[src/rtl/sr_latch_controller.sv]
// Round-robin sequencer for a gated SR latch: two requesters, programmable
// setup/enable/hold phases, and a post-operation readback check with sticky error.
module sr_latch_controller #(
    parameter int unsigned SETUP_CYC = 2,
    parameter int unsigned PULSE_CYC = 4,
    parameter int unsigned HOLD_CYC  = 2
) (
    input  logic       clk,
    input  logic       rst_n,
    input  logic [1:0] req,
    input  logic [1:0] op,
    output logic [1:0] ack,
    output logic       busy,
    output logic       S,
    output logic       R,
    output logic       E,
    input  logic       Q,
    input  logic       Q_not,
    output logic       err,
    output logic       err_src,
    input  logic       clr_err
);

    typedef enum logic [2:0] {
        ST_IDLE  = 3'd0,
        ST_SETUP = 3'd1,
        ST_PULSE = 3'd2,
        ST_HOLD  = 3'd3,
        ST_CHECK = 3'd4
    } state_t;

    // Counters load length-1 so a phase of N cycles ends when the count reaches zero.
    localparam logic [7:0] SETUP_LD = 8'(SETUP_CYC - 32'd1);
    localparam logic [7:0] PULSE_LD = 8'(PULSE_CYC - 32'd1);
    localparam logic [7:0] HOLD_LD  = 8'(HOLD_CYC - 32'd1);

    state_t     state_q, state_d;
    logic [7:0] cnt_q, cnt_d;
    logic       grant_q, grant_d;
    logic       exp_q, exp_d;
    logic       last_q, last_d;
    logic       err_q, err_d;
    logic       err_src_q, err_src_d;
    logic       s_q, s_d;
    logic       r_q, r_d;
    logic       e_q, e_d;
    logic       busy_q, busy_d;
    logic [1:0] ack_q, ack_d;
    logic       gsel_s;
    logic       chk_fail_s;

    // Next-state, arbitration and readback-check logic.
    always_comb begin
        state_d    = state_q;
        cnt_d      = cnt_q;
        grant_d    = grant_q;
        exp_d      = exp_q;
        last_d     = last_q;
        gsel_s     = 1'b0;
        chk_fail_s = 1'b0;
        if (clr_err) begin
            err_d     = 1'b0;
            err_src_d = 1'b0;
        end else begin
            err_d     = err_q;
            err_src_d = err_src_q;
        end

        case (state_q)
            ST_IDLE: begin
                if (req != 2'b00) begin
                    case (req)
                        2'b01:   gsel_s = 1'b0;
                        2'b10:   gsel_s = 1'b1;
                        default: gsel_s = ~last_q;
                    endcase
                    state_d = ST_SETUP;
                    cnt_d   = SETUP_LD;
                    grant_d = gsel_s;
                    exp_d   = op[gsel_s];
                    last_d  = gsel_s;
                end else begin
                    state_d = ST_IDLE;
                end
            end
            ST_SETUP: begin
                if (cnt_q == 8'd0) begin
                    state_d = ST_PULSE;
                    cnt_d   = PULSE_LD;
                end else begin
                    cnt_d = cnt_q - 8'd1;
                end
            end
            ST_PULSE: begin
                if (cnt_q == 8'd0) begin
                    state_d = ST_HOLD;
                    cnt_d   = HOLD_LD;
                end else begin
                    cnt_d = cnt_q - 8'd1;
                end
            end
            ST_HOLD: begin
                if (cnt_q == 8'd0) begin
                    state_d    = ST_CHECK;
                    cnt_d      = 8'd0;
                    // The latch output is sampled exactly once, on the CHECK-entry edge.
                    chk_fail_s = (Q != exp_q) || (Q == Q_not);
                    if (chk_fail_s) begin
                        err_d = 1'b1;
                        if (!err_q || clr_err) begin
                            err_src_d = grant_q;
                        end else begin
                            err_src_d = err_src_q;
                        end
                    end else begin
                        chk_fail_s = 1'b0;
                    end
                end else begin
                    cnt_d = cnt_q - 8'd1;
                end
            end
            ST_CHECK: begin
                state_d = ST_IDLE;
                cnt_d   = 8'd0;
            end
            default: begin
                state_d = ST_IDLE;
                cnt_d   = 8'd0;
            end
        endcase
    end

    // Output decode from the upcoming state so every latch drive is registered.
    always_comb begin
        s_d    = 1'b0;
        r_d    = 1'b0;
        e_d    = 1'b0;
        ack_d  = 2'b00;
        busy_d = (state_d != ST_IDLE);
        case (state_d)
            ST_SETUP, ST_HOLD: begin
                s_d = exp_d;
                r_d = ~exp_d;
            end
            ST_PULSE: begin
                s_d = exp_d;
                r_d = ~exp_d;
                e_d = 1'b1;
            end
            ST_CHECK: begin
                ack_d = grant_d ? 2'b10 : 2'b01;
            end
            default: begin
                ack_d = 2'b00;
            end
        endcase
    end

    // State and output registers; reset drops E immediately and aborts any operation.
    always_ff @(posedge clk or negedge rst_n) begin
        if (!rst_n) begin
            state_q   <= ST_IDLE;
            cnt_q     <= 8'd0;
            grant_q   <= 1'b0;
            exp_q     <= 1'b0;
            last_q    <= 1'b1;
            err_q     <= 1'b0;
            err_src_q <= 1'b0;
            s_q       <= 1'b0;
            r_q       <= 1'b0;
            e_q       <= 1'b0;
            busy_q    <= 1'b0;
            ack_q     <= 2'b00;
        end else begin
            state_q   <= state_d;
            cnt_q     <= cnt_d;
            grant_q   <= grant_d;
            exp_q     <= exp_d;
            last_q    <= last_d;
            err_q     <= err_d;
            err_src_q <= err_src_d;
            s_q       <= s_d;
            r_q       <= r_d;
            e_q       <= e_d;
            busy_q    <= busy_d;
            ack_q     <= ack_d;
        end
    end

    assign S       = s_q;
    assign R       = r_q;
    assign E       = e_q;
    assign ack     = ack_q;
    assign busy    = busy_q;
    assign err     = err_q;
    assign err_src = err_src_q;

endmodule

[config.mk]
export PLATFORM = sky130hd
export DESIGN_NAME = sr_latch_controller
export DESIGN_NICKNAME = d
export VERILOG_FILES = /design/src/rtl/sr_latch_controller.sv
export SDC_FILE = /design/constraint.sdc
export NUM_CORES = 1
export LEC_CHECK = 0
export ABC_AREA = 1
export CAP_MARGIN = 10
export CORE_MARGIN = 10
export CORE_UTILIZATION = 33
export CTS_CLUSTER_SIZE = 24
export DETAILED_ROUTE_END_ITERATION = 10
export GPL_ROUTABILITY_DRIVEN = 0
export GPL_TIMING_DRIVEN = 0
export PLACE_DENSITY = 0.5
export SLEW_MARGIN = 25
export SYNTH_ARGS = -nofsm -noshare
export SYNTH_HDL_FRONTEND = slang
export SYNTH_SLANG_ARGS = --single-unit
[constraint.sdc]
create_clock -name clk -period 1.6 [get_ports clk]
set_input_delay 0.24 -clock clk [delete_from_list [all_inputs] [get_ports clk]]
set_output_delay 0.24 -clock clk [all_outputs]
set_load 0.01 [all_outputs]
## Word level (Yosys, flattened, before mapping)

Cells that the tools add are included.
W data, S select, Z words.

| word-level totals | value |
|---|---|
| bits in registers | 22 |
| output and inout bits | 8 |
| logic and storage cells | 71 |

| cells by class | value |
|---|---|
| add/sub/neg operators | 1 |
| order comparisons | 1 |
| equality and inequality tests | 13 |
| mux-type cells | 33 |
| bitwise logic cells | 2 |
| reductions and logical operators | 9 |

Operators by type and width:

| kind | count |
|---|---|
| $mux W8 | 4 |
| $pmux W8 S4 | 1 |
| $mux W1 | 21 |
| $eq A3 B2 Y1 const B | 4 |
| $pmux W3 S4 | 1 |
| $mux W3 | 3 |
| $logic_not A8 Y1 | 1 |
| $sub A8 B1 Y8 const B | 1 |
| $eq A3 B1 Y1 const B | 2 |
| $mux W2 | 2 |
| $ne A4 B4 Y1 const B | 1 |
| $eq A3 B3 Y1 const B | 1 |
| $logic_not A3 Y1 | 1 |
| $reduce_bool A3 Y1 | 1 |
| $reduce_or A3 Y1 | 1 |
| $eq A2 B1 Y1 const B | 1 |
| $eq A2 B2 Y1 const B | 1 |
| $logic_or A1 B1 Y1 | 2 |
| $lt A1 B2 Y1 const B | 1 |
| $ne A2 B2 Y1 const B | 1 |
| $not A1 Y1 | 2 |
| $pmux W1 S2 | 1 |
| $reduce_and A2 Y1 | 1 |
| $reduce_bool A2 Y1 | 1 |
| 3 further kinds | 3 |

## Logic depth before layout (Yosys ltp)

| logic depth | value |
|---|---|
| word-level depth | 10 |
| mapped depth | 10 |
| mapped depth without buffers | 10 |

## Worst setup path after synthesis

OpenSTA, ideal clock, no wires.

| path | value |
|---|---|
| path kind | register -> register |
| from | register cnt_q[0] |
| to | register err_src_q, in the netlist err_src |
| arrival | 1.263 ns |
| path slack | 0.224 ns |
| cell stages (with the launch flop) | 10 |
| path buffers | 0 |
| period minus slack after synthesis | 1.376 ns |
| cells stage by stage | dfrtp_1 > inv_1 > ha_1 > nand2_1 > nor2_2 > nand3_1 > nor2_1 > nand3_1 > nand2_1 > inv_1 |

| between the ends | value |
|---|---|
| word-level cells in the longest chain between the ends | 3 |
| elaborated cells between the ends (all ways) | 4 |
| those cells by class | eq/ne (1); mux (2); reduce/logical (1) |

Ends and longest elaborated chain:

| what | RTL line | source |
|---|---|---|
| from (decl) | 38 | `logic [7:0] cnt_q, cnt_d;` |
| from (signal assigned) | 176 | `cnt_q <= cnt_d;` |
| $logic_not A8 Y1 * | 103 | `if (cnt_q == 8'd0) begin` |
| $mux W1 | 103 |  |
| $mux W1 | 69 | `case (state_q)` |
| to (signal assigned) | 181 | `err_src_q <= err_src_d;` |
| to (decl) | 43 | `logic err_src_q, err_src_d;` |

Mark *: on every way between the ends. The rest lies on a longest branch, timed or not.
A chain may end at the register's enable or synchronous reset.

## Worst setup path after layout

| path | value |
|---|---|
| from | register err_q, in the netlist err |
| to | output port err |

RTL lines:

| what | RTL line | source |
|---|---|---|
| from (decl) | 42 | `logic err_q, err_d;` |
| from (signal assigned) | 180 | `err_q <= err_d;` |
| to (decl) | 19 | `output logic err,` |

No word-level cell between the ends.

==> flow_metrics.py <==
metrics = {
    "sta": {
        "fmax_ghz": 0.676,
        "hold_violations": 0,
        "tightest_slew_ns": 0.505,
        "fin_skew_ns": 0.00591,
        "period_share_pct": 92.5,
        "report.final.slew_viol_count": 0,
        "maxSlewHeadroom_pct": 66.4,
        "setup_violations": 0,
        "fin_setup_tns_ns": 0,
        "period_minus_slack_ns": 1.48,
    },
    "final_layout": {
        "final_nets": 185,
        "drive_gt1_share_pct": 19.8,
        "layout_commonest_cell": "nand2_1",
        "mostFrequentLayoutCells": "nand2_1 (34), nor2_1 (23), dfrtp_1 (21), inv_1 (20), clkdlybuf4s50_1 (15)",
        "final_cells": 218,
        "largest_register_ffs": 8,
        "final_util_pct": 44.0,
        "synthToLayoutAreaGrowth_pct": 26.9,
        "diodes": 0,
        "regMostFlops": "cnt_q",
        "fill_cells": 344,
    },
    "global_routing": {
        "antenna_found_initial": 0,
        "grt_pass1_vias": 931,
        "grt_use_total_pct": 8.07,
        "grt_max_degree": 23,
        "grt_remaining_overflow": 0,
        "grt_pass1_wl_um": 4170,
    },
    "logic_synthesis": {
        "ys_ff_latch": 22,
        "syn-cell-area_um2": 1170,
        "yosys_warnings": 0,
        "avgSynthCellArea_um2": 7.89,
        "synthCells": 149,
        "ys_seq_area_share_pct": 47.0,
        "ys_types": 21,
        "synth_nets": 161,
    },
    "clock_network": {
        "cts_root_buf": "clkbuf_4",
        "h-tree-depth": 1,
        "clock_path_buffers": 2,
        "cts_buffers": 3,
        "clk_pin_slew_worst_paths_ns": 0.13,
        "cts_tree": "done",
        "numClockSinks": 22,
        "clock_latency_ns": 0.32,
    },
    "placed_design": {
        "portBuffers": 16,
        "dp_cells": 211,
        "post-dp-hpwl_um": 1850,
    },
    "detailed_routing": {
        "dr_total_vias": 952,
        "vias_per_cell": 4.37,
        "post-route-drc-count": 0,
        "firstDrtPassIters": 4,
        "post_drt_wl_per_cell_um": 11.0,
        "antenna_left": 0,
        "drt_iter0_markers": 32,
        "wl_um": 2400,
    },
    "floorplanning": {
        "rows": 21,
        "dieArea_um2": 6350,
        "start_util_pct": 34.7,
        "die_h_um": 79.7,
        "pin_count": 17,
        "core_um2": 3390,
        "fp.dieW_um": 79.7,
    },
    "pwr": {
        "p_per_area_nw_per_um2": 699,
        "finalPower_mw": 1.04,
        "power_switching_share_pct": 20.0,
        "peakVddDrop_v": 0.000254,
        "p_comb_share_pct": 4.9,
        "p_switching_uw": 209,
        "p_leak_nw": 0.725,
        "p_seq_share_pct": 53.4,
        "p_int_uw": 834,
        "clkPwrFrac_pct": 41.8,
    },
    "critical_path": {
        "endpoint_kind": "output port",
        "arrival_ns": 1.24,
        "required_ns": 1.36,
        "cp_num_buf_inv": 1,
        "path_max_fanout": 2,
        "path_class": "flip-flop to output port",
        "start_kind": "flip-flop",
        "max_stage_delay_ns": 0.54,
        "path_cells": "clkdlybuf4s50_1",
        "path_delay_family": "buffers and inverters",
        "crit_slowest_cell": "clkdlybuf4s50_1",
    },
    "flow_run": {
        "cap_violations": 0,
    },
    "hold_path": {
        "hold_path_class": "primary input to asynchronous set/reset pin",
    },
    "run_status": {
        "status": "complete, no violations",
    },
}
[logic make-up (layout without fill, tap and decap cells)]
logic type,Yosys count,count (layout),share of synthesized area (%)
xor+xnor,4,4,2.98
compound gates,12,12,5.86
simple gates,81,81,32.4
flops,22,22,47.0
fa+ha+maj,3,3,3.20
buf+inv,27,50,8.63
[power by group through the flow]
stage	clock network, mW	registers (mW)	logic [mW]
6_report	0.436	0.556	0.0508
5_1_grt	0.468	0.556	0.0594
4_1_cts	0.456	0.556	0.0498
3_5_place_dp	0	0.567	0.0494
3_3_place_gp	0	0.567	0.0486
2_1_floorplan	0	0.567	0.0146
[Yosys cell counts]
| cell | number | area, um^2 |
|---|---|---|
| nor2_1 | 23 | 86.3 |
| xor2_1 | 4 | 35.0 |
| dfstp_2 | 1 | 26.3 |
| ha_1 | 3 | 37.5 |
| dfrtp_1 | 21 | 526 |
| nor2_4 | 1 | 11.3 |
| nand3_2 | 2 | 20.0 |
| nor2b_1 | 1 | 6.26 |
| nand2_1 | 34 | 128 |
| o21ai_2 | 2 | 17.5 |
| inv_2 | 6 | 22.5 |
| nand2_2 | 5 | 31.3 |
| inv_1 | 21 | 78.8 |
| o22ai_1 | 1 | 6.26 |
| o21ai_0 | 8 | 40.0 |
| nor2_2 | 5 | 31.3 |
| nor3_4 | 1 | 16.3 |
| a21oi_1 | 1 | 5.00 |
| and2_1 | 1 | 6.26 |
| nand4_1 | 3 | 18.8 |
| nand3_1 | 5 | 25.0 |
[metrics by stage]
stage / cell area [um^2] / hold slack [ns] / worst slack (ns)
2_1_floorplan: 1170 / -0.0556 / 0.224
3_3_place_gp: 1390 / 0.460 / -0.290
3_5_place_dp: 1390 / 0.468 / -0.297
4_1_cts: 1450 / 0.487 / 0.0234
5_1_grt: 1490 / 0.449 / -0.00528
6_report: 1490 / 0.405 / 0.121
[repair_timing]
item | 4_1_cts | 5_1_grt
resized for setup | 1 | 6
hold endpoints to repair | 0 | 21
endpoints found under the setup margin | 7 | 12
setup buffers | 0 | 2
pin swaps | 0 | 1
hold buffers | 0 | 1
[final cells by class]
type                            instances  area (um^2)  share of cell area [%]
Clock inverter                          1         30.0                    2.01
Clock buffer                            3         22.5                    1.51
Sequential cell                        22          552                    37.0
Multi-Input combinational cell        100          548                    36.7
Timing Repair Buffer                   19          180                    12.1
Inverter                               27          101                    6.80
Tap cell                               46         57.6                    3.86
[path summary, 6_finish.rpt]
check / start / endpoint / slack, ns / depth (start not counted)
worst max-delay path: err$_DFF_PN0_ / err / 0.12 / 1
worst min-delay path: rst_n / busy$_DFF_PN0_ / 0.41 / 2
worst max register to register: cnt_q[0]$_DFFE_PN0P_ / cnt_q[2]$_DFFE_PN0P_ / 0.12 / 9
worst min register to register: last_q$_DFFE_PN1P_ / last_q$_DFFE_PN1P_ / 0.49 / 2
max in group asynchronous: rst_n / last_q$_DFFE_PN1P_ / 0.84 / 2
min in group clk: last_q$_DFFE_PN1P_ / last_q$_DFFE_PN1P_ / 0.49 / 2
[per-layer routing]
layer	global-route usage (%)	vias to the layer above	part of all wire [%]
met3	2.25	2	5.4
met4	3.76	0	0.84
li1	-	502	-
met5	0	-	0
met2	12.5	14	46
met1	10.1	434	48
(Power assumes the default switching activity.)
